### config.mk
export PLATFORM = sky130hd
export DESIGN_NAME = channel_selector
export DESIGN_NICKNAME = d
export VERILOG_FILES = /design/src/rtl/channel_selector_pkg.sv /design/src/rtl/channel_selector_button_debounce.sv /design/src/rtl/channel_selector.sv
export SDC_FILE = /design/constraint.sdc
export NUM_CORES = 1
export LEC_CHECK = 0
export CORE_ASPECT_RATIO = 0.9
export CORE_UTILIZATION = 60
export DETAILED_ROUTE_END_ITERATION = 10
export PLACE_DENSITY = 0.77
export SLEW_MARGIN = 25
export SYNTH_ARGS = -nofsm -noshare
export SYNTH_HDL_FRONTEND = slang
export SYNTH_SLANG_ARGS = --single-unit
### constraint.sdc
create_clock -name clk -period 4.5 [get_ports clk]
set_input_delay 0.9 -clock clk [delete_from_list [all_inputs] [get_ports clk]]
set_output_delay 0.9 -clock clk [all_outputs]
set_load 0.01 [all_outputs]
### src/rtl/channel_selector_pkg.sv
// Shared definitions for the channel selector: channel codes, select width,
// repeat-FSM state encoding and small helpers for cycle-count arithmetic.
package channel_selector_pkg;

    localparam int SEL_W  = 2;
    localparam int CH_NUM = 4;

    localparam logic [SEL_W-1:0] CH_ZERO = 2'd0;
    localparam logic [SEL_W-1:0] CH_1HZ  = 2'd1;
    localparam logic [SEL_W-1:0] CH_10HZ = 2'd2;
    localparam logic [SEL_W-1:0] CH_ONE  = 2'd3;

    typedef enum logic [1:0] {
        RPT_IDLE   = 2'd0,
        RPT_DELAY  = 2'd1,
        RPT_REPEAT = 2'd2
    } rpt_state_e;

    // Milliseconds to clock cycles, done in 32-bit integer arithmetic.
    function automatic int ms_to_cyc(input int clk_freq, input int ms);
        return ms * (clk_freq / 1000);
    endfunction

    // Counter width able to hold n-1, never narrower than one bit.
    function automatic int cnt_width(input int n);
        return (n <= 1) ? 1 : $clog2(n);
    endfunction

    function automatic int max_int(input int a, input int b);
        return (a > b) ? a : b;
    endfunction

    // LED pattern for a channel: bit number 'sel' is lit.
    function automatic logic [CH_NUM-1:0] onehot_of(input logic [SEL_W-1:0] sel);
        logic [CH_NUM-1:0] r;
        r      = '0;
        r[sel] = 1'b1;
        return r;
    endfunction

endpackage

### src/rtl/channel_selector_button_debounce.sv
// Two-flop synchroniser plus stability debouncer for one active-low key.
// 'pressed' is the debounced level; 'press_evt' pulses for one cycle on the
// edge after the debounced level goes released->pressed.
module button_debounce
    import channel_selector_pkg::*;
#(
    parameter int CLK_FREQ    = 50000000,
    parameter int DEBOUNCE_MS = 20
) (
    input  logic clk,
    input  logic rst_n,
    input  logic btn_n,
    output logic pressed,
    output logic press_evt
);

    localparam int DB_CYC = ms_to_cyc(CLK_FREQ, DEBOUNCE_MS);
    localparam int CNT_W  = cnt_width(DB_CYC);
    localparam logic [CNT_W-1:0] DB_LAST = CNT_W'(DB_CYC - 1);
    localparam logic [CNT_W-1:0] CNT_ONE = CNT_W'(1);

    logic             sync1_q, sync2_q;
    logic             db_q, db_d;
    logic             db_prev_q;
    logic             evt_q;
    logic [CNT_W-1:0] cnt_q, cnt_d;
    logic             sample_pressed;

    // Bring the raw key into the clock domain; idle level is released (1).
    always_ff @(posedge clk or negedge rst_n) begin
        if (!rst_n) begin
            sync1_q <= 1'b1;
            sync2_q <= 1'b1;
        end else begin
            sync1_q <= btn_n;
            sync2_q <= sync1_q;
        end
    end

    // Count consecutive disagreeing samples; flip once the count hits its end.
    always_comb begin
        sample_pressed = ~sync2_q;
        db_d           = db_q;
        cnt_d          = '0;
        if (sample_pressed != db_q) begin
            if (cnt_q == DB_LAST) begin
                db_d  = ~db_q;
                cnt_d = '0;
            end else begin
                cnt_d = cnt_q + CNT_ONE;
            end
        end
    end

    // Debounced level, its one-cycle-old copy and the registered press pulse.
    always_ff @(posedge clk or negedge rst_n) begin
        if (!rst_n) begin
            db_q      <= 1'b0;
            db_prev_q <= 1'b0;
            evt_q     <= 1'b0;
            cnt_q     <= '0;
        end else begin
            db_q      <= db_d;
            db_prev_q <= db_q;
            evt_q     <= db_q & ~db_prev_q;
            cnt_q     <= cnt_d;
        end
    end

    assign pressed   = db_q;
    assign press_evt = evt_q;

endmodule

### src/rtl/channel_selector.sv
// Turns debounced NEXT/PREV keys (with auto-repeat) into a registered 2-bit
// channel select for the 4:1 test-signal mux, plus one-hot LEDs and a strobe.
//
// Repeat FSM (one per key):
//   state      | meaning
//   RPT_IDLE   | key released or press not yet seen
//   RPT_DELAY  | key held after press, waiting out the initial repeat delay
//   RPT_REPEAT | key still held, stepping once per repeat period
//
// Index 0 of every per-key vector is NEXT, index 1 is PREV.
module channel_selector
    import channel_selector_pkg::*;
#(
    parameter int CLK_FREQ        = 50000000,
    parameter int DEBOUNCE_MS     = 20,
    parameter int REPEAT_DELAY_MS = 500,
    parameter int REPEAT_RATE_MS  = 200
) (
    input  logic              clk,
    input  logic              rst_n,
    input  logic              btn_next_n,
    input  logic              btn_prev_n,
    output logic [SEL_W-1:0]  sel,
    output logic [CH_NUM-1:0] sel_onehot,
    output logic              sel_changed
);

    localparam int RD_CYC = ms_to_cyc(CLK_FREQ, REPEAT_DELAY_MS);
    localparam int RR_CYC = ms_to_cyc(CLK_FREQ, REPEAT_RATE_MS);
    localparam int RC_W   = cnt_width(max_int(RD_CYC, RR_CYC));
    localparam logic [RC_W-1:0] RD_LOAD = RC_W'(RD_CYC - 1);
    localparam logic [RC_W-1:0] RR_LOAD = RC_W'(RR_CYC - 1);
    localparam logic [RC_W-1:0] RC_ONE  = RC_W'(1);

    logic [1:0]        pressed;
    logic [1:0]        press_evt;
    logic [1:0]        rpt_evt;
    rpt_state_e        state_q [2];
    logic [RC_W-1:0]   rcnt_q  [2];

    logic              step_up, step_dn;
    logic [SEL_W-1:0]  sel_q, sel_d;
    logic [CH_NUM-1:0] onehot_q;
    logic              changed_q, changed_d;

    button_debounce #(
        .CLK_FREQ    (CLK_FREQ),
        .DEBOUNCE_MS (DEBOUNCE_MS)
    ) u_db_next (
        .clk       (clk),
        .rst_n     (rst_n),
        .btn_n     (btn_next_n),
        .pressed   (pressed[0]),
        .press_evt (press_evt[0])
    );

    button_debounce #(
        .CLK_FREQ    (CLK_FREQ),
        .DEBOUNCE_MS (DEBOUNCE_MS)
    ) u_db_prev (
        .clk       (clk),
        .rst_n     (rst_n),
        .btn_n     (btn_prev_n),
        .pressed   (pressed[1]),
        .press_evt (press_evt[1])
    );

    // Repeat timers: down-counters reloaded on entry, terminal count at zero.
    // A release drops straight back to idle and discards the running count.
    always_ff @(posedge clk or negedge rst_n) begin
        if (!rst_n) begin
            for (int i = 0; i < 2; i++) begin
                state_q[i] <= RPT_IDLE;
                rcnt_q[i]  <= '0;
            end
        end else begin
            for (int i = 0; i < 2; i++) begin
                if (!pressed[i]) begin
                    state_q[i] <= RPT_IDLE;
                    rcnt_q[i]  <= '0;
                end else begin
                    case (state_q[i])
                        RPT_IDLE: begin
                            if (press_evt[i]) begin
                                state_q[i] <= RPT_DELAY;
                                rcnt_q[i]  <= RD_LOAD;
                            end
                        end
                        RPT_DELAY: begin
                            if (rcnt_q[i] == '0) begin
                                state_q[i] <= RPT_REPEAT;
                                rcnt_q[i]  <= RR_LOAD;
                            end else begin
                                rcnt_q[i]  <= rcnt_q[i] - RC_ONE;
                            end
                        end
                        RPT_REPEAT: begin
                            if (rcnt_q[i] == '0) begin
                                rcnt_q[i] <= RR_LOAD;
                            end else begin
                                rcnt_q[i] <= rcnt_q[i] - RC_ONE;
                            end
                        end
                        default: begin
                            state_q[i] <= RPT_IDLE;
                            rcnt_q[i]  <= '0;
                        end
                    endcase
                end
            end
        end
    end

    // Repeat pulse at terminal count; gated by the level so a key released
    // on the same cycle as the terminal count never produces a late step.
    always_comb begin
        for (int i = 0; i < 2; i++) begin
            rpt_evt[i] = pressed[i] && (state_q[i] != RPT_IDLE) && (rcnt_q[i] == '0);
        end
    end

    // Step decision with wrap-around; simultaneous up and down cancel.
    always_comb begin
        step_up   = press_evt[0] | rpt_evt[0];
        step_dn   = press_evt[1] | rpt_evt[1];
        sel_d     = sel_q;
        changed_d = 1'b0;
        if (step_up && !step_dn) begin
            sel_d     = sel_q + SEL_W'(1);
            changed_d = 1'b1;
        end else if (step_dn && !step_up) begin
            sel_d     = sel_q - SEL_W'(1);
            changed_d = 1'b1;
        end
    end

    // Registered outputs; LEDs follow sel on the same edge.
    always_ff @(posedge clk or negedge rst_n) begin
        if (!rst_n) begin
            sel_q     <= CH_ZERO;
            onehot_q  <= onehot_of(CH_ZERO);
            changed_q <= 1'b0;
        end else begin
            sel_q     <= sel_d;
            onehot_q  <= onehot_of(sel_d);
            changed_q <= changed_d;
        end
    end

    assign sel         = sel_q;
    assign sel_onehot  = onehot_q;
    assign sel_changed = changed_q;

endmodule

==> results.toml <==
[logic_synthesis]
synthCells = 626
synthesis.nets = 646
syn-cell-area_mm2 = 0.00592
ys_types = 65
ys_seq_elements = 111
yosysWarnings = 0
ys_seq_area_share_pct = 47.0
synthArstFlopShare_pct = 100
synth_ff_type = "dfrtp_1"
avgSynthCellArea_um2 = 9.46
synth-edff-count = 0

[timing]
finalSetupTns_ns = 0
worst_slew_margin_rel_pct = 34.5
worstMarginPinSlew_ns = 0.982
fmaxAchievable_mhz = 291
finalSetupViolCount = 0
rsz0062_at_grt = "false"
slew_viol_final = 0
skew_ns = 0.0107
period_needed_ns = 3.44
finalCritPeriodShare_pct = 76.4
finalHoldViolations = 0

[floorplan]
die_w_um = 107
start_util_pct = 61.6
die_area_mm2 = 0.0103
core_mm2 = 0.00961
die_height_um = 96.2
io_pins = 11
num_rows = 34

[cts]
cts_made_buffers = 9
cts_max_level = 3
cts_resized = 0
insertion_delay_ns = 0.38
clockBufferDepth = 2
cts_tree = "yes"
clkTransAtPathRegs_ns = 0.10
postCtsSetupRepairBufs = 0
cts-root-buf = "clkbuf_8"
cts.sinks = 111
cts_hold_buf = 0

[global_routing]
grt_usage_pct = 25.3
grt_overflow = 0
grt_pass1_vias = 4344
grt_pass1_wl_um = 20600
antenna_found_initial = 0
grt_start_max_net_pins = 47

[finish]
final_nets = 649
nFillCells = 799
syn2layout_area_growth_pct = 6.59
drive_above_1_share_pct = 6.64
antenna_cells = 0

[power]
pwr-share-seq_pct = 60.8
power_density_mw_per_mm2 = 263
switching_share_pct = 22.4
power_frac_comb_pct = 2.2
power_frac_clock_pct = 37.0
p_switching_w = 0.000373
internal-power_w = 0.00129
p_leak_nw = 2.98
power_w = 0.00166
peakVddDrop_v = 0.000197

[critical_path]
cp_num_buf_inv = 3
path_class = "register to register"
r2r_end = "sel_onehot[2]"
critical_path.endpoint_type = "register"
critPathCapture = "sel_onehot[2]"
r2r_slack_ns = 1.06
crit_top_cell = "inv_1"
slowest_delay_ns = 0.66
critPathMaxFanout = 7
crit-reg2reg-launch = "rcnt_q[0]"
critPathLaunch = "rcnt_q[0]"
crit_path_start_kind = "register"
crit_chain = "inv_1, ha_1, or4b_2, nor4_2, nand2_1, o21bai_1, inv_1, ha_1, nor3b_1, a21oi_1, xnor2_1, inv_1, nor2_1"
path_depth = 13
critPathTopFamily = "simple AND/OR/NAND/NOR gates"
required_ns = 4.81
slowest_stage = "or4b_2"
cp.arrival_ns = 3.75
ff2ff_path_depth = 13

[status]
outcome = "finished clean"

[detailed_routing]
route.detailed.drc = 0
routed_wl_um = 11900
drt_iter0_drc = 284
vias = 4708
firstDrtPassIters = 5
drtAntennaViolNets = 0
viasPerCell = 6.20
wl_per_cell_um = 15.7

[flow_run]
max_cap_violations = 0

[placement]
dp_hpwl_um = 8110
gp_congestion = 0.915
portBuffers = 10

[hold_path]
hp-class = "register to register"
==> synth_stat cells, types with 3 or more instances <==
library cell  count  area, um2
nor4_1           11       68.8
a211o_1           8       70.1
nand3b_1          5       37.5
dfrtp_1         106       2650
and3_1            7       43.8
o21ai_0          29        145
nand4_1          14       87.6
nor3b_1           3       22.5
and4_1            6       52.6
a21oi_1          39        195
or4_1             7       52.6
o211ai_1          6       45.0
mux2i_1           4       40.0
xnor2_1          18        158
nor4b_1           5       43.8
nand2_1          44        165
nor2_1           85        319
clkbuf_1         19       71.3
dfstp_2           5        131
nand3_1          32        160
o22a_1            6       52.6
buf_6             3       33.8
ha_1             16        200
or3_1             8       50.1
nor3_1           19       95.1
a31oi_1          16        100
o311ai_0          4       35.0
xor2_1           23        201
nand2b_1          6       37.5
o32a_1            4       40.0
a41oi_1           3       26.3
inv_1            24       90.1
==> power by group through the flow <==
| stage | logic, W | clock network (W) | registers, W |
|---|---|---|---|
| final | 0.0000369 | 0.000614 | 0.00101 |
| after global routing | 0.0000449 | 0.000667 | 0.00101 |
| after CTS | 0.0000387 | 0.000632 | 0.00101 |
| after detailed placement | 0.0000385 | 0 | 0.00103 |
| after global placement | 0.0000374 | 0 | 0.00103 |
| after floorplan | 0.0000130 | 0 | 0.00103 |
==> per-layer routing <==
metal	GRT usage [%]	wire (um)
met5	0	0
met4	9.25	183
met1	35.4	5760
met2	39.1	5370
met3	5.08	613
==> cells by family after synthesis <==
| kind of cell | Yosys count | synth area share (%) |
|---|---|---|
| AOI/OAI and AO/OA | 135 | 14.9 |
| xor gates and xnor gates | 41 | 6.07 |
| adders and majority gates | 16 | 3.38 |
| buffers and inverters | 48 | 3.45 |
| DFF | 111 | 47.0 |
| muxes | 4 | 0.676 |
| and+or+nand+nor | 271 | 24.5 |
==> through the flow <==
| step | instances | instance area, um2 | util (%) | worst slack [ns] | hold WS (ns) |
|---|---|---|---|---|---|
| after global placement | 744 | 6110 | 63.5 | 1.38 | 0.347 |
| after floorplan | 626 | 5920 | - | 1.57 | 0.345 |
| after CTS | 759 | 6310 | 65.6 | 1.08 | 0.363 |
| final | 759 | 6310 | 65.6 | 1.06 | 0.363 |
| after global routing | 759 | 6310 | 65.6 | 0.804 | 0.366 |
| after detailed placement | 744 | 6110 | 63.6 | 1.12 | 0.347 |
==> final cells by class <==
type / instances / area [um2] / area share [%]
clock buffers: 10 / 138 / 2.18
clock inverters: 5 / 61.3 / 0.972
flip-flops and latches: 111 / 2780 / 44.1
inverters: 24 / 90.1 / 1.43
multi-input cells: 467 / 2940 / 46.5
repair buffers: 16 / 143 / 2.26
well taps: 126 / 158 / 2.50
==> registers in the layout (all words and copies together) (netlist names) <==
signal and cells:
u_db_next.db_prev_q 1, u_db_prev.db_prev_q 1, u_db_next.press_evt 1, u_db_prev.cnt_q 20, rcnt_q 50, state_q 4, u_db_prev.sync1_q 1, u_db_next.sync1_q 1
sel_onehot 4, u_db_next.sync2_q 1, u_db_prev.sync2_q 1, u_db_prev.press_evt 1, u_db_prev.pressed 1, sel 2, sel_changed 1, u_db_next.cnt_q 20
u_db_next.pressed 1
==> layout by cell type (no fill, tap or decap), drive strengths merged, types with 5 or more instances in the layout <==
cell type and n:
a211o 9, a21oi 39, a31oi 16, and3 7
and4 6, buf 7, clkbuf 10, clkdlybuf4s50 9
dfrtp 106, dfstp 5, ha 16, inv 27
nand2 44, nand2b 6, nand3 33, nand3b 5
nand4 14, nor2 85, nor3 21, nor4 15
nor4b 6, o211ai 6, o21ai 30, o22a 6
or3 8, or4 8, xnor2 18, xor2 23
==> worst min path at each step <==
stage,startpoint,slack (ns),to,depth (start not counted)
6_report,u_db_next.sync1_q,0.36,u_db_next.sync2_q,0
5_1_grt,u_db_next.sync1_q,0.37,u_db_next.sync2_q,0
4_1_cts,u_db_next.sync1_q,0.36,u_db_next.sync2_q,0
3_5_place_dp,u_db_next.sync1_q,0.35,u_db_next.sync2_q,0
3_3_place_gp,u_db_next.sync1_q,0.35,u_db_next.sync2_q,0
2_1_floorplan,u_db_next.sync1_q,0.35,u_db_next.sync2_q,0
==> worst reg2reg max path: cells and delay by family (launching register included) <==
kind | cells | cell delay, ns
AO/OA/AOI/OAI | 2 | 0.37
XOR/XNOR | 1 | 0.32
adder cells (fa/ha/maj) | 2 | 0.46
buffers and inverters | 3 | 0.29
flip-flops | 1 | 0.41
AND/OR/NAND/NOR | 5 | 1.55
No activity file was read; power rests on OpenSTA's default activity.
